[src/rtl/membridge_pkg.sv]
// membridge_pkg: definitions shared by the DDR4 bank scheduler and the
// address mapper.
//   - address field widths (ROW_W, COL_W, BG_W, BA_W) and NUM_BANKS
//   - PHY command opcodes (cmd_op_e)
//   - scheduler FSM states (sched_state_e)
//   - the latched request record (sched_req_t)
package membridge_pkg;

  localparam int NUM_BANKS = 16;
  localparam int ROW_W     = 16;
  localparam int COL_W     = 10;
  localparam int BG_W      = 2;
  localparam int BA_W      = 2;
  localparam int BANK_W    = BG_W + BA_W;
  // Wide enough for the largest tRP/tRCD (63 cycles)
  localparam int TIMER_W   = 6;

  typedef enum logic [2:0] {
    CMD_NOP  = 3'd0,
    CMD_ACT  = 3'd1,
    CMD_PRE  = 3'd2,
    CMD_RD   = 3'd3,
    CMD_WR   = 3'd4,
    CMD_PREA = 3'd5
  } cmd_op_e;

  typedef enum logic [2:0] {
    ST_IDLE,
    ST_PRE,
    ST_WAIT_RP,
    ST_ACT,
    ST_WAIT_RCD,
    ST_RW,
    ST_PREA,
    ST_WAIT_RPA
  } sched_state_e;

  typedef struct packed {
    logic             we;
    logic [ROW_W-1:0] row;
    logic [COL_W-1:0] col;
    logic [BG_W-1:0]  bg;
    logic [BA_W-1:0]  ba;
  } sched_req_t;

  // Flat bank number used to index the open-row table
  function automatic logic [BANK_W-1:0] bank_index(input logic [BG_W-1:0] bg,
                                                   input logic [BA_W-1:0] ba);
    return {bg, ba};
  endfunction

endpackage

[src/rtl/ddr4_bank_scheduler_if.sv]
// ddr4_bank_scheduler_if: request, PHY command and flush signals of the
// bank scheduler.
//   master : the environment (address mapper side + PHY side)
//   slave  : the scheduler itself
//   req_*  : decoded request with valid/ready handshake
//   cmd_*  : PHY command with valid/ready handshake
//   flush / flush_done / busy : precharge-all control and status
interface ddr4_bank_scheduler_if;
  import membridge_pkg::*;

  logic             req_valid;
  logic             req_ready;
  logic             req_we;
  logic [ROW_W-1:0] req_row;
  logic [COL_W-1:0] req_col;
  logic [BG_W-1:0]  req_bg;
  logic [BA_W-1:0]  req_ba;

  logic             cmd_valid;
  logic             cmd_ready;
  logic [2:0]       cmd_op;
  logic [BG_W-1:0]  cmd_bg;
  logic [BA_W-1:0]  cmd_ba;
  logic [ROW_W-1:0] cmd_row;
  logic [COL_W-1:0] cmd_col;
  logic             cmd_ap;

  logic             flush;
  logic             flush_done;
  logic             busy;

  modport master (
    output req_valid, req_we, req_row, req_col, req_bg, req_ba,
    output cmd_ready, flush,
    input  req_ready, cmd_valid, cmd_op, cmd_bg, cmd_ba, cmd_row, cmd_col,
    input  cmd_ap, flush_done, busy
  );

  modport slave (
    input  req_valid, req_we, req_row, req_col, req_bg, req_ba,
    input  cmd_ready, flush,
    output req_ready, cmd_valid, cmd_op, cmd_bg, cmd_ba, cmd_row, cmd_col,
    output cmd_ap, flush_done, busy
  );

endinterface

[src/rtl/ddr4_open_row_table.sv]
// ddr4_open_row_table: per-bank open flag and open row for all 16 banks.
//   sys_clk, sys_rst_n  : clock, asynchronous active-low reset (all closed)
//   lk_idx, lk_row      : combinational lookup -> lk_open, lk_hit
//   any_open            : at least one bank has an open row
//   set_en/idx/row      : mark a bank open on a row (ACT)
//   clr_en/idx          : mark one bank closed (PRE or auto-precharge)
//   clr_all             : mark every bank closed (PREA); wins over set/clr
module ddr4_open_row_table
  import membridge_pkg::*;
(
  input  logic              sys_clk,
  input  logic              sys_rst_n,
  input  logic [BANK_W-1:0] lk_idx,
  input  logic [ROW_W-1:0]  lk_row,
  output logic              lk_open,
  output logic              lk_hit,
  output logic              any_open,
  input  logic              set_en,
  input  logic [BANK_W-1:0] set_idx,
  input  logic [ROW_W-1:0]  set_row,
  input  logic              clr_en,
  input  logic [BANK_W-1:0] clr_idx,
  input  logic              clr_all
);

  logic [NUM_BANKS-1:0] open_vec;
  logic [ROW_W-1:0]     row_vec [NUM_BANKS];

  for (genvar gi = 0; gi < NUM_BANKS; gi++) begin : g_bank
    logic             open_q, open_d;
    logic [ROW_W-1:0] row_q, row_d;

    always_comb begin
      open_d = open_q;
      row_d  = row_q;
      if (clr_all) begin
        open_d = 1'b0;
      end else if (set_en && set_idx == BANK_W'(gi)) begin
        open_d = 1'b1;
        row_d  = set_row;
      end else if (clr_en && clr_idx == BANK_W'(gi)) begin
        open_d = 1'b0;
      end
    end

    always_ff @(posedge sys_clk or negedge sys_rst_n) begin
      if (!sys_rst_n) begin
        open_q <= 1'b0;
        row_q  <= '0;
      end else begin
        open_q <= open_d;
        row_q  <= row_d;
      end
    end

    assign open_vec[gi] = open_q;
    assign row_vec[gi]  = row_q;
  end

  assign lk_open  = open_vec[lk_idx];
  assign lk_hit   = lk_open && (row_vec[lk_idx] == lk_row);
  assign any_open = |open_vec;

endmodule

[src/rtl/ddr4_bank_scheduler.sv]
// ddr4_bank_scheduler: single-request, in-order DDR4 command sequencer.
// Classifies each accepted request against the open-row table and issues
// PRE/ACT/RD/WR with tRP/tRCD spacing from a single down-counter; also runs
// a precharge-all (PREA) flush on request.
//   sys_clk, sys_rst_n : clock, asynchronous active-low reset
//   bus (slave)        : req_* in, cmd_* out, flush in, flush_done/busy out
// Parameters: T_RP, T_RCD (1..63 cycles).
// Build option: MEMBRIDGE_AUTO_PRECHARGE_EN selects closed-page policy
// (RD/WR with auto-precharge, bank closed and tRP waited after every access).
module ddr4_bank_scheduler
  import membridge_pkg::*;
#(
  parameter int unsigned T_RP  = 4,
  parameter int unsigned T_RCD = 4
) (
  input logic                  sys_clk,
  input logic                  sys_rst_n,
  ddr4_bank_scheduler_if.slave bus
);

  localparam logic [TIMER_W-1:0] RP_LOAD  = TIMER_W'(T_RP - 1);
  localparam logic [TIMER_W-1:0] RCD_LOAD = TIMER_W'(T_RCD - 1);

  sched_state_e       state_q, state_d;
  logic [TIMER_W-1:0] timer_q, timer_d;
  sched_req_t         req_q, req_d;
  logic               pending_q, pending_d;
  logic               cmd_valid_q, cmd_valid_d;
  cmd_op_e            cmd_op_q, cmd_op_d;
  logic [BG_W-1:0]    cmd_bg_q, cmd_bg_d;
  logic [BA_W-1:0]    cmd_ba_q, cmd_ba_d;
  logic [ROW_W-1:0]   cmd_row_q, cmd_row_d;
  logic [COL_W-1:0]   cmd_col_q, cmd_col_d;
  logic               cmd_ap_q, cmd_ap_d;
  logic               flush_done_q, flush_done_d;
  logic               req_ready_q, req_ready_d;
  logic               busy_q, busy_d;

  sched_req_t req_in;
  logic       lk_open, lk_hit, any_open;
  logic       tbl_set, tbl_clr, tbl_clr_all;

  assign req_in = {bus.req_we, bus.req_row, bus.req_col, bus.req_bg, bus.req_ba};

  ddr4_open_row_table u_table (
    .sys_clk  (sys_clk),
    .sys_rst_n(sys_rst_n),
    .lk_idx   (bank_index(bus.req_bg, bus.req_ba)),
    .lk_row   (bus.req_row),
    .lk_open  (lk_open),
    .lk_hit   (lk_hit),
    .any_open (any_open),
    .set_en   (tbl_set),
    .set_idx  (bank_index(req_q.bg, req_q.ba)),
    .set_row  (req_q.row),
    .clr_en   (tbl_clr),
    .clr_idx  (bank_index(req_q.bg, req_q.ba)),
    .clr_all  (tbl_clr_all)
  );

  always_comb begin
    state_d      = state_q;
    timer_d      = timer_q;
    req_d        = req_q;
    // A flush pulse is remembered in any state; repeats simply merge
    pending_d    = pending_q | bus.flush;
    flush_done_d = 1'b0;
    tbl_set      = 1'b0;
    tbl_clr      = 1'b0;
    tbl_clr_all  = 1'b0;

    case (state_q)
      ST_IDLE: begin
        if (pending_q) begin
          if (any_open) begin
            state_d = ST_PREA;
          end else begin
            flush_done_d = 1'b1;
            pending_d    = 1'b0;
          end
        end else if (bus.req_valid && req_ready_q) begin
          req_d = req_in;
          if (lk_hit)       state_d = ST_RW;
          else if (lk_open) state_d = ST_PRE;
          else              state_d = ST_ACT;
        end
      end

      ST_PRE: begin
        if (bus.cmd_ready) begin
          tbl_clr = 1'b1;
          if (T_RP == 1) begin
            state_d = ST_ACT;
          end else begin
            state_d = ST_WAIT_RP;
            timer_d = RP_LOAD;
          end
        end
      end

      ST_WAIT_RP: begin
        timer_d = timer_q - 1'b1;
        if (timer_q <= TIMER_W'(1)) begin
          timer_d = '0;
`ifdef MEMBRIDGE_AUTO_PRECHARGE_EN
          // Pages never stay open, so tRP here always follows an
          // auto-precharging RD/WR and the request is finished.
          state_d = ST_IDLE;
`else
          state_d = ST_ACT;
`endif
        end
      end

      ST_ACT: begin
        if (bus.cmd_ready) begin
          tbl_set = 1'b1;
          if (T_RCD == 1) begin
            state_d = ST_RW;
          end else begin
            state_d = ST_WAIT_RCD;
            timer_d = RCD_LOAD;
          end
        end
      end

      ST_WAIT_RCD: begin
        timer_d = timer_q - 1'b1;
        if (timer_q <= TIMER_W'(1)) begin
          timer_d = '0;
          state_d = ST_RW;
        end
      end

      ST_RW: begin
        if (bus.cmd_ready) begin
`ifdef MEMBRIDGE_AUTO_PRECHARGE_EN
          tbl_clr = 1'b1;
          if (T_RP == 1) begin
            state_d = ST_IDLE;
          end else begin
            state_d = ST_WAIT_RP;
            timer_d = RP_LOAD;
          end
`else
          state_d = ST_IDLE;
`endif
        end
      end

      ST_PREA: begin
        if (bus.cmd_ready) begin
          tbl_clr_all = 1'b1;
          if (T_RP == 1) begin
            state_d      = ST_IDLE;
            flush_done_d = 1'b1;
            pending_d    = 1'b0;
          end else begin
            state_d = ST_WAIT_RPA;
            timer_d = RP_LOAD;
          end
        end
      end

      ST_WAIT_RPA: begin
        timer_d = timer_q - 1'b1;
        if (timer_q <= TIMER_W'(1)) begin
          timer_d      = '0;
          state_d      = ST_IDLE;
          flush_done_d = 1'b1;
          pending_d    = 1'b0;
        end
      end

      default: state_d = ST_IDLE;
    endcase

    // Outputs are decoded from the next state so they appear registered,
    // aligned with the state they belong to, and stay frozen while stalled.
    cmd_valid_d = 1'b0;
    cmd_op_d    = CMD_NOP;
    cmd_bg_d    = '0;
    cmd_ba_d    = '0;
    cmd_row_d   = '0;
    cmd_col_d   = '0;
    cmd_ap_d    = 1'b0;
    case (state_d)
      ST_PRE: begin
        cmd_valid_d = 1'b1;
        cmd_op_d    = CMD_PRE;
        cmd_bg_d    = req_d.bg;
        cmd_ba_d    = req_d.ba;
      end
      ST_ACT: begin
        cmd_valid_d = 1'b1;
        cmd_op_d    = CMD_ACT;
        cmd_bg_d    = req_d.bg;
        cmd_ba_d    = req_d.ba;
        cmd_row_d   = req_d.row;
      end
      ST_RW: begin
        cmd_valid_d = 1'b1;
        cmd_op_d    = req_d.we ? CMD_WR : CMD_RD;
        cmd_bg_d    = req_d.bg;
        cmd_ba_d    = req_d.ba;
        cmd_col_d   = req_d.col;
`ifdef MEMBRIDGE_AUTO_PRECHARGE_EN
        cmd_ap_d    = 1'b1;
`endif
      end
      ST_PREA: begin
        cmd_valid_d = 1'b1;
        cmd_op_d    = CMD_PREA;
      end
      default: ;
    endcase

    req_ready_d = (state_d == ST_IDLE) && !pending_d;
    busy_d      = (state_d != ST_IDLE) || pending_d;
  end

  always_ff @(posedge sys_clk or negedge sys_rst_n) begin
    if (!sys_rst_n) begin
      state_q      <= ST_IDLE;
      timer_q      <= '0;
      req_q        <= '0;
      pending_q    <= 1'b0;
      cmd_valid_q  <= 1'b0;
      cmd_op_q     <= CMD_NOP;
      cmd_bg_q     <= '0;
      cmd_ba_q     <= '0;
      cmd_row_q    <= '0;
      cmd_col_q    <= '0;
      cmd_ap_q     <= 1'b0;
      flush_done_q <= 1'b0;
      req_ready_q  <= 1'b1;
      busy_q       <= 1'b0;
    end else begin
      state_q      <= state_d;
      timer_q      <= timer_d;
      req_q        <= req_d;
      pending_q    <= pending_d;
      cmd_valid_q  <= cmd_valid_d;
      cmd_op_q     <= cmd_op_d;
      cmd_bg_q     <= cmd_bg_d;
      cmd_ba_q     <= cmd_ba_d;
      cmd_row_q    <= cmd_row_d;
      cmd_col_q    <= cmd_col_d;
      cmd_ap_q     <= cmd_ap_d;
      flush_done_q <= flush_done_d;
      req_ready_q  <= req_ready_d;
      busy_q       <= busy_d;
    end
  end

  assign bus.req_ready  = req_ready_q;
  assign bus.cmd_valid  = cmd_valid_q;
  assign bus.cmd_op     = cmd_op_q;
  assign bus.cmd_bg     = cmd_bg_q;
  assign bus.cmd_ba     = cmd_ba_q;
  assign bus.cmd_row    = cmd_row_q;
  assign bus.cmd_col    = cmd_col_q;
  assign bus.cmd_ap     = cmd_ap_q;
  assign bus.flush_done = flush_done_q;
  assign bus.busy       = busy_q;

endmodule

[src/flat_wrapper.sv]
// flat-port wrapper written by rule: the top's interface ports become plain ports
module ddr4_bank_scheduler_flat import membridge_pkg::*;
#(
  parameter int unsigned T_RP  = 4,
  parameter int unsigned T_RCD = 4
)
  (sys_clk, sys_rst_n, bus_req_valid, bus_req_we, bus_req_row, bus_req_col, bus_req_bg, bus_req_ba, bus_cmd_ready, bus_flush, bus_req_ready, bus_cmd_valid, bus_cmd_op, bus_cmd_bg, bus_cmd_ba, bus_cmd_row, bus_cmd_col, bus_cmd_ap, bus_flush_done, bus_busy);
  ddr4_bank_scheduler_if bus_i ();
  input logic sys_clk;
  input logic sys_rst_n;
  input wire logic [$bits(bus_i.req_valid)-1:0] bus_req_valid;
  input wire logic [$bits(bus_i.req_we)-1:0] bus_req_we;
  input wire logic [$bits(bus_i.req_row)-1:0] bus_req_row;
  input wire logic [$bits(bus_i.req_col)-1:0] bus_req_col;
  input wire logic [$bits(bus_i.req_bg)-1:0] bus_req_bg;
  input wire logic [$bits(bus_i.req_ba)-1:0] bus_req_ba;
  input wire logic [$bits(bus_i.cmd_ready)-1:0] bus_cmd_ready;
  input wire logic [$bits(bus_i.flush)-1:0] bus_flush;
  output wire logic [$bits(bus_i.req_ready)-1:0] bus_req_ready;
  output wire logic [$bits(bus_i.cmd_valid)-1:0] bus_cmd_valid;
  output wire logic [$bits(bus_i.cmd_op)-1:0] bus_cmd_op;
  output wire logic [$bits(bus_i.cmd_bg)-1:0] bus_cmd_bg;
  output wire logic [$bits(bus_i.cmd_ba)-1:0] bus_cmd_ba;
  output wire logic [$bits(bus_i.cmd_row)-1:0] bus_cmd_row;
  output wire logic [$bits(bus_i.cmd_col)-1:0] bus_cmd_col;
  output wire logic [$bits(bus_i.cmd_ap)-1:0] bus_cmd_ap;
  output wire logic [$bits(bus_i.flush_done)-1:0] bus_flush_done;
  output wire logic [$bits(bus_i.busy)-1:0] bus_busy;
  assign bus_i.req_valid = bus_req_valid;
  assign bus_i.req_we = bus_req_we;
  assign bus_i.req_row = bus_req_row;
  assign bus_i.req_col = bus_req_col;
  assign bus_i.req_bg = bus_req_bg;
  assign bus_i.req_ba = bus_req_ba;
  assign bus_i.cmd_ready = bus_cmd_ready;
  assign bus_i.flush = bus_flush;
  assign bus_req_ready = bus_i.req_ready;
  assign bus_cmd_valid = bus_i.cmd_valid;
  assign bus_cmd_op = bus_i.cmd_op;
  assign bus_cmd_bg = bus_i.cmd_bg;
  assign bus_cmd_ba = bus_i.cmd_ba;
  assign bus_cmd_row = bus_i.cmd_row;
  assign bus_cmd_col = bus_i.cmd_col;
  assign bus_cmd_ap = bus_i.cmd_ap;
  assign bus_flush_done = bus_i.flush_done;
  assign bus_busy = bus_i.busy;
  ddr4_bank_scheduler #(.T_RP(T_RP), .T_RCD(T_RCD)) u_core (.sys_clk(sys_clk), .sys_rst_n(sys_rst_n), .bus(bus_i));
endmodule
[config.mk]
export PLATFORM = sky130hd
export DESIGN_NAME = ddr4_bank_scheduler_flat
export DESIGN_NICKNAME = d
export VERILOG_FILES = /design/src/rtl/membridge_pkg.sv /design/src/rtl/ddr4_bank_scheduler_if.sv /design/src/rtl/ddr4_open_row_table.sv /design/src/rtl/ddr4_bank_scheduler.sv /design/src/flat_wrapper.sv
export SDC_FILE = /design/constraint.sdc
export NUM_CORES = 1
export LEC_CHECK = 0
export ABC_AREA = 1
export ABC_CLOCK_PERIOD_IN_PS = 5450
export CAP_MARGIN = 10
export CORE_MARGIN = 2
export CORE_UTILIZATION = 50
export DETAILED_ROUTE_END_ITERATION = 8
export HOLD_SLACK_MARGIN = 0.06
export PLACE_DENSITY = 0.68
export SYNTH_ARGS = -nofsm -noshare
export SYNTH_HDL_FRONTEND = slang
export SYNTH_SLANG_ARGS = --single-unit
export TNS_END_PERCENT = 50
[constraint.sdc]
create_clock -name sys_clk -period 5.45 [get_ports sys_clk]
set_input_delay 0.545 -clock sys_clk [delete_from_list [all_inputs] [get_ports sys_clk]]
set_output_delay 0.545 -clock sys_clk [all_outputs]
set_load 0.02 [all_outputs]
# Word level (Yosys, flattened, before mapping)
# Index checks and enable logic that the tools add are counted.
[op_classes]
n_lt_le_gt_ge = 3
bitwise_logic = 3
n_eq_ne = 28
addsub = 1
n_reduce_logical = 80
muxes = 91
[op_table]
columns = ["operator", "count"]
rows = [
  ["two-way mux 31 bit", 3],
  ["binary-select mux 16 bit (select 4 bit)", 1],
  ["two-way mux 1 bit", 60],
  ["nonzero test 3 bit", 17],
  ["two-way mux 16 bit", 3],
  ["two-way mux 3 bit", 12],
  ["logical AND 1 bit", 35],
  ["AND reduction 2 bit", 17],
  ["== test 4 bit, second input constant", 8],
  ["one-hot mux 3 bit (8 select lines)", 1],
  ["== test 3 bit, second input constant", 6],
  ["== test 16 bit", 1],
  ["== test 4 x 3 -> 1 bit, second input constant", 4],
  ["OR reduction 16 bit", 1],
  ["two-way mux 6 bit", 2],
  ["one-hot mux 3 bit (4 select lines)", 1],
  ["one-hot mux 6 bit (2 select lines)", 1],
  ["two-way mux 10 bit", 1],
  ["== test 3 x 2 -> 1 bit, second input constant", 3],
  ["OR reduction 3 bit", 3],
  ["== test 4 x 2 -> 1 bit, second input constant", 2],
  ["== test 3 x 1 -> 1 bit, second input constant", 2],
  ["<= comparator 6 x 1 -> 1 bit, second input constant", 1],
  ["logical NOT 3 bit", 2],
  ["other kinds (16)", 19],
]
[totals]
reg_bits = 350
word_cells = 255
output_inout_bits = 38
in_bits = 36

# Depth between registers and ports, before layout
# Gate-level depths: netlist (run 1).
[depth]
word_depth = 13
depth_mapped = 20

# Cells and area by module
# From an unflattened synthesis (run 1), not the netlist that was laid out.
[hier_totals]
cells_unflattened = 2061
area_unflattened_um2 = 16428.3
[by_module_without_submodules]
columns = ["mod", "seq_area_each_um2", "cells_per_inst", "area_each_um2", "n_inst"]
rows = [
  ["ddr4_open_row_table", 6806.5, 1696, 13131.3, 1],
  ["ddr4_bank_scheduler", 1953.1, 365, 3296.9, 1],
]

# Worst setup path before layout (run 1)
# No wires, ideal clock.
[synth_timing]
path_kind = "input -> register"
from = "input port bus_req_ba[1]"
to = "register u_core.cmd_row_q[10] (netlist: u_core.bus.cmd_row[10])"
path_buffers = 4
t_arrival_ps = 2214
setup_time_ps = 125
stages = 18
t_required_ps = 5325
setup_slack_ps = 3111
path_cell_list = "buf_2 inv_2 buf_4 buf_2 o211ai_1 nand3_1 nand3_1 nand2_1 nand2_1 nor2_1 nand3_1 nor2_1 nand2_1 nand2_2 nand2_2 nand2_2 buf_6 nor2_1"
[synth_between]
elab_chain_len = 12
elab_cells_between_ends = 15
classes_between = "eq/ne (2); mux (11); bitwise (1); reduce/logical (1)"
[synth_lines]
columns = ["element", "line", "source"]
rows = [
  ["from (decl)", "flat_wrapper.sv:16", "input wire logic [$bits(bus_i.req_ba)-1:0] bus_req_ba;"],
  ["inverter 4 -> 5 bit (implied by the code)", "ddr4_open_row_table.sv:61", "assign lk_hit = lk_open && (row_vec[lk_idx] == lk_row);"],
  ["binary-select mux 16 bit (select 4 bit)", "ddr4_open_row_table.sv:61", ""],
  ["two-way mux 16 bit (implied by the code) (2 in a row)", "ddr4_open_row_table.sv:61", ""],
  ["== test 16 bit", "ddr4_open_row_table.sv:61", ""],
  ["logical AND 1 bit", "ddr4_open_row_table.sv:61", ""],
  ["two-way mux 3 bit (*)", "ddr4_bank_scheduler.sv:83", "if (lk_hit) state_d = ST_RW;"],
  ["two-way mux 3 bit (*)", "ddr4_bank_scheduler.sv:81", "end else if (bus.req_valid && req_ready_q) begin"],
  ["two-way mux 3 bit (*)", "ddr4_bank_scheduler.sv:74", "if (pending_q) begin"],
  ["one-hot mux 3 bit (8 select lines) (*)", "ddr4_bank_scheduler.sv:72", "case (state_q)"],
  ["== test 3 x 2 -> 1 bit (*)", "ddr4_bank_scheduler.sv:187", "case (state_d)"],
  ["two-way mux 16 bit (*)", "ddr4_bank_scheduler.sv:187", ""],
  ["via u_core.cmd_row_d[10]", "ddr4_bank_scheduler.sv:32", "logic [ROW_W-1:0] cmd_row_q, cmd_row_d;"],
  ["to (signal assigned)", "ddr4_bank_scheduler.sv:247", "cmd_row_q <= cmd_row_d;"],
  ["to (decl)", "ddr4_bank_scheduler.sv:32", ""],
]
# Mark *: on every way through the listed nets, which the timed path passes. The rest lies on a longest branch. The select of a mux whose other input is x is not followed.
# A chain may end at the register's enable or synchronous reset.

# Worst setup path in the final report (run 1)
[layout_timing]
from = "input port bus_req_ba[0]"
to = "register u_core.cmd_op_q[0] (netlist: u_core.bus.cmd_op[0])"
[layout_between]
elab_chain_len = 12
elab_cells_between_ends = 18
classes_between = "eq/ne (5); mux (11); bitwise (1); reduce/logical (1)"
[layout_lines]
columns = ["element", "line", "source"]
rows = [
  ["inverter 4 -> 5 bit (implied by the code)", "ddr4_open_row_table.sv:61", ""],
  ["binary-select mux 16 bit (select 4 bit)", "ddr4_open_row_table.sv:61", ""],
  ["two-way mux 16 bit (implied by the code) (2 in a row)", "ddr4_open_row_table.sv:61", ""],
  ["== test 16 bit", "ddr4_open_row_table.sv:61", ""],
  ["logical AND 1 bit", "ddr4_open_row_table.sv:61", ""],
  ["two-way mux 3 bit (*)", "ddr4_bank_scheduler.sv:83", ""],
  ["two-way mux 3 bit (*)", "ddr4_bank_scheduler.sv:81", ""],
  ["two-way mux 3 bit (*)", "ddr4_bank_scheduler.sv:74", ""],
  ["one-hot mux 3 bit (8 select lines) (*)", "ddr4_bank_scheduler.sv:72", ""],
  ["== test 3 bit (tied with other cells)", "ddr4_bank_scheduler.sv:187", ""],
  ["one-hot mux 3 bit (4 select lines) (*)", "ddr4_bank_scheduler.sv:187", ""],
  ["via u_core.cmd_op_d[0]", "ddr4_bank_scheduler.sv:29", "cmd_op_e cmd_op_q, cmd_op_d;"],
  ["to (signal assigned)", "ddr4_bank_scheduler.sv:244", "cmd_op_q <= cmd_op_d;"],
  ["to (decl)", "ddr4_bank_scheduler.sv:29", ""],
]
# Marks and branches as above.

==> reports/qor.tcl, run 1 <==
set qor(run_status) {completed}
set qor(ctsHoldBuffers) 0
set qor(clk-insertion-delay-late_ns) 0.53
set qor(worstSetupEndpointType) {register}
set qor(tritoncts_clock_tree) {built}
set qor(ranking_of_synthesized_cells_by_area) {sky130_fd_sc_hd__dfrtp_1 55%, sky130_fd_sc_hd__nand2_1 14%, sky130_fd_sc_hd__o21ai_0 11%, sky130_fd_sc_hd__nand3_1 5.0%, sky130_fd_sc_hd__nor2_1 4.7%}
set qor(rsz0062_at_grt) {false}
set qor(top_cell_types_by_occurrence_after_synthesis) {582 x sky130_fd_sc_hd__nand2_1, 349 x sky130_fd_sc_hd__dfrtp_1, 349 x sky130_fd_sc_hd__o21ai_0}
set qor(cts_setup_buffers) 0
set qor(syn-mean-instance-area_um2) 7.89
set qor(synthesized_netlist_cell_count) 2023
set qor(finalNetCount) 2074
set qor(synth-main-ff-cell) {sky130_fd_sc_hd__dfrtp_1}
set qor(drtIter0Drc) 1767
set qor(die_height_um) 183
set qor(number_of_antenna_violations_at_the_first_check_in_global_routing) 0
set qor(total_power_mw) 7.49
set qor(layout.cells.non_filler) 2466
set qor(path_class) {input pin to register}
set qor(first_global_vias) 13100
set qor(cts-root-buf) {sky130_fd_sc_hd__clkbuf_16}
set qor(number_of_distinct_standard_cells_referenced_by_the_synthesized_netlist) 31
set qor(clock_path_buffers) 3
set qor(port_buffers) 72
set qor(cts.sink_count) 350
set qor(crit_required_ns) 5.84
set qor(global_route_wire_length_before_repair_mm) 71.3
set qor(clock_tree.htree_level_count) 2
set qor(clk_pin_slew_ns) 0.06
set qor(ys_seq_area_share_pct) 54.9
set qor(placed_area_um2) 16900
set qor(finalSetupViolations) 0
set qor(timing.max_slew.rel_slack_pct) 18.7
set qor(power_per_cell_area_nw_per_um2) 413
set qor(num_rows) 65
set qor(timing.final.crit_period_ns) 3.38
set qor(hold_class) {input pin to async pin}
set qor(ys_seq_elements) 350
set qor(final_max_slew_viol_count) 0
set qor(place.detailed.instances) 2398
set qor(die_width_um) 183
set qor(route.detailed.drc) 0
set qor(tns_ns) 0
set qor(detail-route-antenna-nets) 0
set qor(layout.core_utilization_pct) 57.5
set qor(post_route_cells_drive_above_1_share_pct) 4.99
set qor(cts-resized-gates) 0
set qor(post-synth-top-count-cell) {sky130_fd_sc_hd__nand2_1}
set qor(tightestPinTransition_ns) 1.22
set qor(dpl_worst_slack_ns) 1.67
set qor(netlist_area_um2) 16000
set qor(die_area_um2) 33400
set qor(net_count_after_synthesis) 2061
set qor(ffs_w_async_s_r_synth_pct) 100
set qor(fin_area_um2) 18100
set qor(layout_worst_path_cycle_share_pct) 62.0
set qor(max_freq_mhz) 296
set qor(worstPathArrival_ns) 3.77
set qor(route.final.wire_length_mm) 43.8
set qor(power.ir.vdd_worst_mv) 0.338
set qor(synthDominantAreaCellType) {sky130_fd_sc_hd__dfrtp_1}
set qor(maxCapViolCount) 0
set qor(whs_ns) 0.0606
set qor(dpl.hpwl_mm) 25.9
set qor(yosys.area.top_type_share_pct) 54.7
set qor(vias) 13500
set qor(drt_pre_antenna_iters) 6
set qor(cpMostUsedCell) {sky130_fd_sc_hd__nand2_1}
set qor(synthesis.yosys.warnings) 0
set qor(total_leakage_power_nw) 8.81
set qor(vias_per_cell) 5.46
set qor(cpMaxStageDelayCell) {sky130_fd_sc_hd__buf_4}
set qor(ioPinCount) 74
set qor(tritoncts.num_buffers) 38
set qor(final_critical_path_setup_slack_ns) 2.07
set qor(place_congestion) 0.858
set qor(max_stage_delay_ns) 0.88
set qor(syn_to_final_growth_pct) 13.4
set qor(initial_utilization_pct) 50.7
set qor(startpoint_type) {input pin}
set qor(largest_net_degree_at_the_start_of_global_routing) 132
set qor(synth-edff-count) 0
set qor(final_hold_viol_count) 0
set qor(worst-path-max-fanout) 107
set qor(antennaDiodeCount) 0
set qor(groute.usage.overall_pct) 27.1
set qor(per_cell_routed_wire_length_um) 17.8
set qor(core_area_um2) 31500
set qor(leftover_overflow_at_the_end_of_global_routing) 0
set qor(worst_setup_skew_after_layout_ns) 0.0178
set qor(cp_cell_sequence) {buf_4 -> inv_2 -> buf_4 -> nand2_1 -> nand2_1 -> nand2_1 -> nand3_1 -> nand3_1 -> nand3_1 -> nand2_1 -> nor2_1 -> nand2_1 -> nor2_1 -> nand2_1 -> nand2_2 -> nand2_2 -> nand2_2 -> nand3_1}
==> layout make-up <==
class                   count  area [µm²]
fillers                  2864       13400
flip-flops and latches    350        8760
multi-input cells        1365        5970
clock buffers              56        1100
repair buffers            103         971
inverters                 178         668
well taps                 402         503
clock inverters            12         131
==> placed cells by master (no fill, tap or decap), types with 5 or more instances in the layout <==
cell                              count
sky130_fd_sc_hd__inv_1              173
sky130_fd_sc_hd__nor3_1               8
sky130_fd_sc_hd__nand2_1            581
sky130_fd_sc_hd__o21ai_0            349
sky130_fd_sc_hd__nand3_1            160
sky130_fd_sc_hd__dfrtp_1            349
sky130_fd_sc_hd__nor2_1             201
sky130_fd_sc_hd__clkbuf_8             8
sky130_fd_sc_hd__o21ai_1              6
sky130_fd_sc_hd__nor4_1               5
sky130_fd_sc_hd__clkdlybuf4s50_1     68
sky130_fd_sc_hd__a21oi_1              8
sky130_fd_sc_hd__clkbuf_16           38
sky130_fd_sc_hd__buf_4               30
sky130_fd_sc_hd__clkbuf_1            10
sky130_fd_sc_hd__clkinv_2             6
sky130_fd_sc_hd__o211ai_1            27
sky130_fd_sc_hd__nand2_2              5
==> registers in the layout (all words and copies together), names as in the netlist <==
| signal | flops |
|---|---|
| u_core.bus.flush_done | 1 |
| u_core.bus.cmd_op | 3 |
| u_core.bus.busy | 1 |
| u_core.bus.cmd_row | 16 |
| u_core.bus.cmd_ba | 2 |
| u_core.state_q | 3 |
| u_core.bus.cmd_col | 10 |
| u_core.pending_q | 1 |
| u_core.u_table.g_bank.row_q | 256 |
| u_core.u_table.g_bank.open_q | 16 |
| u_core.bus.req_ready | 1 |
| u_core.bus.cmd_valid | 1 |
| u_core.timer_q | 6 |
| u_core.bus.cmd_bg | 2 |
| u_core.req_q | 31 |
==> kinds of logic after synthesis <==
| family | after synthesis | share of synthesized area, % |
|---|---|---|
| AOI/OAI and AO/OA | 393 | 12.8 |
| xor gates and xnor gates | 2 | 0.110 |
| adders and majority gates | 2 | 0.157 |
| buffers and inverters | 308 | 7.71 |
| DFF | 350 | 54.9 |
| other | 1 | 0.0235 |
| and+or+nand+nor | 967 | 24.3 |
==> power breakdown <==
group | internal, mW | leakage [nW] | switching [mW]
sequential | 3.04 | 4.64 | 0.219
clock | 1.50 | 0.605 | 1.04
combinational | 0.555 | 3.57 | 1.13
total | 5.10 | 8.81 | 2.39
==> critical path: cells and delay by family <==
family,cells,cell delay [ns]
buffers and inverters,3,1.19
AND/OR/NAND/NOR,15,1.89
==> layer usage <==
| metal | part of all wire [%] | global-route usage (%) | up-vias | routed length (µm) |
|---|---|---|---|---|
| li1 | - | - | 6454 | - |
| met1 | 45 | 39.3 | 6488 | 19700 |
| met2 | 45 | 42.5 | 457 | 19900 |
| met3 | 7.1 | 4.17 | 74 | 3100 |
| met4 | 2.4 | 8.03 | 0 | 1030 |
| met5 | 0 | 0 | - | 0 |
==> final timing paths <==
| kind | startpoint | slack, ns | cells past startpoint | endpoint |
|---|---|---|---|---|
| worst max-delay path | bus_req_ba[0] | 2.07 | 18 | u_core.bus.cmd_op[0] |
| worst min-delay path | sys_rst_n | 0.06 | 1 | u_core.u_table.g_bank[3].row_q[12] |
| worst max register to register | u_core.state_q[0] | 2.62 | 6 | u_core.u_table.g_bank[1].row_q[0] |
| worst min register to register | u_core.timer_q[5] | 0.47 | 1 | u_core.timer_q[5] |
| max in group asynchronous | sys_rst_n | 3.99 | 2 | u_core.bus.cmd_row[3] |
| min in group sys_clk | u_core.timer_q[5] | 0.47 | 1 | u_core.timer_q[5] |
Note: power is estimated with default switching activity, not from simulation.
==> run 2, diff against run 1 <==
--- a/config.mk
+++ b/config.mk
@@ -6,7 +6,7 @@
 export NUM_CORES = 1
 export LEC_CHECK = 0
 export ABC_AREA = 1
-export ABC_CLOCK_PERIOD_IN_PS = 5450
+export ABC_CLOCK_PERIOD_IN_PS = 3400
 export CAP_MARGIN = 10
 export CORE_MARGIN = 2
 export CORE_UTILIZATION = 50
==> constraint.sdc (replaced) <==
create_clock -name sys_clk -period 3.4 [get_ports sys_clk]
set_input_delay 0.34 -clock sys_clk [delete_from_list [all_inputs] [get_ports sys_clk]]
set_output_delay 0.34 -clock sys_clk [all_outputs]
set_load 0.02 [all_outputs]
==> run 2 against run 1 <==
Against the previous run:
- utilization grew 1.1 points
- sequential share of layout area shrank 0.89 points
- largest cell class unchanged
- design area grew 1.9%
- wire length shrank 0.27%
- register-to-register slack lost 1.9 ns
==> reports/qor.tcl, run 2 (synthesis results as in run 1) <==
set qor(cts-root-buf) {sky130_fd_sc_hd__clkbuf_16}
set qor(reg2reg_from) {u_core.timer_q[0]}
set qor(worst-path-max-fanout) 17
set qor(timing.reg2reg.worst_path_depth) 11
set qor(layout_worst_path_cycle_share_pct) 78.2
set qor(total_leakage_power_nw) 8.98
set qor(tightestPinTransition_ns) 0.758
set qor(largest_register_ffs) 256
set qor(worstSetupEndpointType) {register}
set qor(groute.usage.overall_pct) 26.9
set qor(globalRouteMet2Util_pct) 42.9
set qor(final_max_slew_viol_count) 0
set qor(vias) 13600
set qor(maxCapViolCount) 0
set qor(worst_setup_skew_after_layout_ns) 0.0248
set qor(nFillCells) 2833
set qor(finalNetCount) 2087
set qor(max_stage_delay_ns) 0.51
set qor(drt_pre_antenna_iters) 6
set qor(largest_net_degree_at_the_start_of_global_routing) 90
set qor(leftover_overflow_at_the_end_of_global_routing) 0
set qor(multiInputGateArea_um2) 5970
set qor(tns_ns) 0
set qor(clock_tree.htree_level_count) 2
set qor(grt_util_met1_pct) 38.8
set qor(cp_cell_sequence) {clkdlybuf4s50_1 -> clkinv_1 -> nand3_1 -> nand2_1 -> nand2_1 -> nand2_1 -> nor2_1 -> nand3_1 -> nor2_1 -> nand2_1 -> nand2_2 -> nand2_2 -> nand2_2 -> nand3_1}
set qor(clk_pin_slew_ns) 0.06
set qor(global_route_wire_length_before_repair_mm) 70.5
set qor(startpoint_type) {input pin}
set qor(grt_busiest_layer) {met2}
set qor(crit_required_ns) 3.79
set qor(cts_setup_buffers) 0
set qor(power.ir.vdd_worst_mv) 0.454
set qor(drtIter0Drc) 1295
set qor(die_height_um) 183
set qor(mostFrequentLayoutCells) {581 x sky130_fd_sc_hd__nand2_1, 349 x sky130_fd_sc_hd__o21ai_0, 349 x sky130_fd_sc_hd__dfrtp_1}
set qor(timing.max_slew.rel_slack_pct) 49.4
set qor(route.final.wire_length_mm) 43.7
set qor(power_per_cell_area_nw_per_um2) 674
set qor(num_rows) 65
set qor(initial_utilization_pct) 50.7
set qor(hold_class) {input pin to async pin}
set qor(run_status) {completed}
set qor(regArea_um2) 8760
set qor(total_power_mw) 12.4
set qor(cpMostUsedCell) {sky130_fd_sc_hd__nand2_1}
set qor(timing.rr.end) {u_core.bus.cmd_op[0]}
set qor(worstPathArrival_ns) 3.05
set qor(rsz0062_at_grt) {false}
set qor(syn_to_final_growth_pct) 15.5
set qor(cts-resized-gates) 0
set qor(per_cell_routed_wire_length_um) 17.6
set qor(tritoncts_clock_tree) {built}
set qor(layout.cells.most_common) {sky130_fd_sc_hd__nand2_1}
set qor(final_hold_viol_count) 0
set qor(core_area_um2) 31500
set qor(cts.sink_count) 350
set qor(vias_per_cell) 5.47
set qor(tritoncts.num_buffers) 39
set qor(regMostFlops) {u_core.u_table.g_bank.row_q}
set qor(dpl.hpwl_mm) 26.3
set qor(grt.met3_usage_pct) 3.93
set qor(clk-insertion-delay-late_ns) 0.54
set qor(reg.largest.list) {u_core.u_table.g_bank.row_q (256), u_core.req_q (31)}
set qor(detail-route-antenna-nets) 0
set qor(clock_path_buffers) 3
set qor(antennaDiodeCount) 0
set qor(worst_r2r_setup_slack_ns) 0.74
set qor(post_route_cells_drive_above_1_share_pct) 5.77
set qor(timing.final.crit_period_ns) 2.66
set qor(route.detailed.drc) 0
set qor(first_global_vias) 12800
set qor(number_of_antenna_violations_at_the_first_check_in_global_routing) 1
set qor(ioPinCount) 74
set qor(path_class) {input pin to register}
set qor(port_buffers) 72
set qor(finalSetupViolations) 0
set qor(cpMaxStageDelayCell) {sky130_fd_sc_hd__clkdlybuf4s50_1}
set qor(die_width_um) 183
set qor(place_congestion) 0.828
set qor(die_area_um2) 33400
set qor(max_freq_mhz) 376
[run 2: cell types whose count changed in the layout (fill, tap and decap cells not counted), sizes merged]
cell         previous run  this run
buf                    35        46
clkinv                  9         8
clkbuf                 56        60
bufinv                  2         4
clkinvlp                1         0
dlygate4sd3             0         1
[run 2: timing repair]
| action | in CTS | in global routing |
|---|---|---|
| endpoints found under the setup margin | 0 | 0 |
| endpoints found under the hold margin | 79 | 0 |
| hold buffers | 1 | 0 |
[run 2: how the worst max path moves through the flow]
stage                           start                     end  slack [ns]  cells after the start
finish                  bus_req_bg[1]    u_core.bus.cmd_op[0]        0.74                     14
global route        u_core.timer_q[0]    u_core.bus.cmd_op[0]        0.46                     11
CTS                 u_core.timer_q[0]    u_core.bus.cmd_op[0]        0.73                     11
detailed placement      bus_req_bg[1]    u_core.bus.cmd_op[0]        0.23                     14
global placement        bus_req_bg[1]    u_core.bus.cmd_op[0]        0.29                     14
floorplan               bus_req_ba[1]  u_core.bus.cmd_row[10]        1.27                     18
[run 2: critical path: cells and delay by family]
| family | cells | cell delay (ns) |
|---|---|---|
| buffers and inverters | 2 | 0.97 |
| and+or+nand+nor | 12 | 1.73 |
[run 2: per-stage QoR]
step                hold WS [ns]  worst slack, ns  util (%)  instance area, µm²  instances
floorplan                 0.0444             1.27         -               16000       2023
global route               0.423            0.459      58.6               18400       2482
detailed placement         0.401            0.226      54.2               17100       2409
global placement           0.397            0.294      54.2               17100       2409
finish                     0.381            0.741      58.6               18400       2482
CTS                        0.413            0.732      58.6               18400       2482
[run 2: power by group]
part | total (mW) | internal, mW | switching, mW
registers | 5.22 | 4.88 | 0.346
logic | 2.74 | 0.914 | 1.83
clock network | 4.46 | 2.74 | 1.72
total | 12.4 | 8.53 | 3.90
[run 2: layout make-up]
class | count | share of cell area (%)
clock buffer | 60 | 6.49
clock inverter | 12 | 0.970
inverter | 178 | 3.62
multi-input combinational | 1365 | 32.4
sequential | 350 | 47.5
tap | 402 | 2.73
timing repair buffer | 115 | 6.31
[run 2: layer usage]
metal | share of wire (%) | up-vias
met5 | 0 | -
met4 | 2.3 | 0
met3 | 6.8 | 66
met2 | 46 | 449
met1 | 45 | 6567
li1 | - | 6499
==> run 3, diff against run 2 <==
--- a/config.mk
+++ b/config.mk
@@ -6,7 +6,7 @@
 export NUM_CORES = 1
 export LEC_CHECK = 0
 export ABC_AREA = 1
-export ABC_CLOCK_PERIOD_IN_PS = 3400
+export ABC_CLOCK_PERIOD_IN_PS = 2730
 export CAP_MARGIN = 10
 export CORE_MARGIN = 2
 export CORE_UTILIZATION = 50
==> constraint.sdc (replaced) <==
create_clock -name sys_clk -period 2.73 [get_ports sys_clk]
set_input_delay 0.273 -clock sys_clk [delete_from_list [all_inputs] [get_ports sys_clk]]
set_output_delay 0.273 -clock sys_clk [all_outputs]
set_load 0.02 [all_outputs]
==> run 3 against run 2 <==
Against the previous run:
- global-route usage down 0.20 points
- first-iteration DRC count rose by 20%
- design area grew 0.10%
- sequential power increased by 25%
- combinational power up 27%
- non-clock buffer count is 7 higher
- wire length shrank 0.59%
- die area unchanged
- highest routed layer unchanged
- count of clock-buffer cells in the layout is the same
- cell count increased by 0.16%
==> reports/qor.tcl, run 3 (synthesis results as in run 1) <==
set qor(path_class) {register to register}
set qor(port_buffers) 72
set qor(total_leakage_power_nw) 8.99
set qor(layout.cells.most_common) {sky130_fd_sc_hd__nand2_1}
set qor(cts-resized-gates) 0
set qor(vias_per_cell) 5.43
set qor(run_status) {completed}
set qor(dpl.hpwl_mm) 26.2
set qor(regMostFlops) {u_core.u_table.g_bank.row_q}
set qor(largest_register_ffs) 256
set qor(clk-insertion-delay-late_ns) 0.53
set qor(antennaDiodeCount) 0
set qor(crit_required_ns) 3.13
set qor(route.final.wire_length_mm) 43.4
set qor(per_cell_routed_wire_length_um) 17.5
set qor(ioPinCount) 74
set qor(drtIter0Drc) 1553
set qor(core_area_um2) 31500
set qor(die_area_um2) 33400
set qor(tritoncts_clock_tree) {built}
set qor(route.detailed.drc) 0
set qor(num_rows) 65
set qor(groute.usage.overall_pct) 26.7
set qor(maxCapViolCount) 0
set qor(reg.largest.list) {u_core.u_table.g_bank.row_q (256), u_core.req_q (31)}
set qor(die_height_um) 183
set qor(reg2reg_from) {u_core.timer_q[0]}
set qor(syn_to_final_growth_pct) 15.7
set qor(cpMostUsedCell) {sky130_fd_sc_hd__nor2_1}
set qor(layout_worst_path_cycle_share_pct) 82.6
set qor(mostFrequentLayoutCells) {581 x sky130_fd_sc_hd__nand2_1, 349 x sky130_fd_sc_hd__o21ai_0, 349 x sky130_fd_sc_hd__dfrtp_1}
set qor(cp_cell_sequence) {inv_1 -> ha_1 -> nor2_1 -> nor4_1 -> buf_4 -> nand2_1 -> a22oi_1 -> nand2_1 -> inv_1 -> nor2_1 -> nand2_2 -> buf_12 -> nor2_1}
set qor(worstPathBufferInverterCount) 4
set qor(power.ir.vdd_worst_mv) 0.597
set qor(critPathLaunch) {u_core.timer_q[0]}
set qor(timing.rr.end) {u_core.bus.cmd_row[1]}
set qor(cpMaxStageDelayCell) {sky130_fd_sc_hd__dfrtp_1}
set qor(worst-path-max-fanout) 16
set qor(clock_path_buffers) 3
set qor(detail-route-antenna-nets) 0
set qor(worstPathArrival_ns) 2.66
set qor(final_hold_viol_count) 0
set qor(worst_setup_skew_after_layout_ns) 0.0161
set qor(finalNetCount) 2093
set qor(tightestPinTransition_ns) 0.577
set qor(max_freq_mhz) 443
set qor(finalSetupViolations) 0
set qor(leftover_overflow_at_the_end_of_global_routing) 0
set qor(startpoint_type) {register}
set qor(total_power_mw) 15.2
set qor(initial_utilization_pct) 50.7
set qor(layout.core_utilization_pct) 58.7
set qor(tritoncts.num_buffers) 38
set qor(global_route_wire_length_before_repair_mm) 70.0
set qor(worst_path_dominant_cell_family) {simple AND/OR/NAND/NOR gates}
set qor(timing.max_slew.rel_slack_pct) 61.5
set qor(timing.final.crit_period_ns) 2.26
set qor(tns_ns) 0
set qor(first_global_vias) 12700
set qor(number_of_antenna_violations_at_the_first_check_in_global_routing) 0
set qor(rsz0062_at_grt) {false}
set qor(post_route_cells_drive_above_1_share_pct) 5.85
set qor(place_congestion) 0.846
set qor(largest_net_degree_at_the_start_of_global_routing) 83
set qor(worst_r2r_setup_slack_ns) 0.47
set qor(power_per_cell_area_nw_per_um2) 824
set qor(vias) 13500
set qor(die_width_um) 183
set qor(cts-root-buf) {sky130_fd_sc_hd__clkbuf_16}
set qor(cts.sink_count) 350
set qor(drt_pre_antenna_iters) 5
set qor(hold_class) {input pin to async pin}
set qor(final_max_slew_viol_count) 0
set qor(max_stage_delay_ns) 0.38
set qor(worstSetupEndpointType) {register}
set qor(clk_pin_slew_ns) 0.06
set qor(clock_tree.htree_level_count) 2
set qor(timing.reg2reg.worst_path_depth) 13
[run 3: cell count changes in the layout (fill, tap and decap cells not counted)]
cell                        change
sky130_fd_sc_hd__inv_16         +1
sky130_fd_sc_hd__buf_4          +2
sky130_fd_sc_hd__buf_12         +5
sky130_fd_sc_hd__clkbuf_16      -1
sky130_fd_sc_hd__clkbuf_1       +2
sky130_fd_sc_hd__clkbuf_8       -1
sky130_fd_sc_hd__clkinv_8       -1
sky130_fd_sc_hd__inv_6          -1
sky130_fd_sc_hd__bufinv_16      -2
[run 3: stage by stage]
step	hold slack, ns	worst slack [ns]	instance area [µm²]	cells
after global routing	0.344	0.263	18500	2486
final	0.300	0.474	18500	2486
after detailed placement	0.277	0.0201	17200	2416
after CTS	0.309	0.483	18500	2486
after floorplan	-0.0226	0.663	16000	2023
after global placement	0.274	0.0262	17200	2416
[run 3: area by class of cell]
cell class | instances | area (µm²)
well taps | 402 | 503
repair buffers | 122 | 1280
fillers | 2807 | 13000
flip-flops and latches | 350 | 8760
clock inverters | 9 | 114
clock buffers | 60 | 1160
multi-input cells | 1365 | 5970
inverters | 178 | 668
[run 3: layer usage]
metal  GRT usage (%)  part of all wire [%]  vias up
met3            3.37                   6.2       67
li1                -                     -     6508
met4            7.19                   2.3        0
met1            39.0                    46     6476
met2            42.4                    46      439
met5               0                     0        -
[run 3: power by group]
group,switching (mW),internal (mW),total [mW]
clock network,2.09,3.13,5.22
logic,2.27,1.20,3.47
registers,0.447,6.08,6.52
total,4.80,10.4,15.2
[run 3: what timing repair did]
action,CTS,global route
hold buffers,1,0
hold endpoints to repair,61,0
buffers inserted,0,0
[run 3: worst max path at each step]
stage | to | slack [ns] | depth (start not counted)
2_1_floorplan | u_core.bus.cmd_row[10] | 0.66 | 18
3_3_place_gp | u_core.bus.cmd_valid | 0.03 | 16
3_5_place_dp | u_core.bus.cmd_valid | 0.02 | 16
4_1_cts | u_core.bus.cmd_row[1] | 0.48 | 13
5_1_grt | u_core.bus.cmd_col[3] | 0.26 | 11
6_report | u_core.bus.cmd_row[1] | 0.47 | 13
[run 3: worst register-to-register path, stage by stage, from the launching register on]
cell and delay (ns):
sky130_fd_sc_hd__dfrtp_1 0.38, sky130_fd_sc_hd__inv_1 0.11, sky130_fd_sc_hd__ha_1 0.17, sky130_fd_sc_hd__nor2_1 0.05, sky130_fd_sc_hd__nor4_1 0.22, sky130_fd_sc_hd__buf_4 0.18, sky130_fd_sc_hd__nand2_1 0.09, sky130_fd_sc_hd__a22oi_1 0.21
sky130_fd_sc_hd__nand2_1 0.19, sky130_fd_sc_hd__inv_1 0.15, sky130_fd_sc_hd__nor2_1 0.08, sky130_fd_sc_hd__nand2_2 0.10, sky130_fd_sc_hd__buf_12 0.15, sky130_fd_sc_hd__nor2_1 0.06
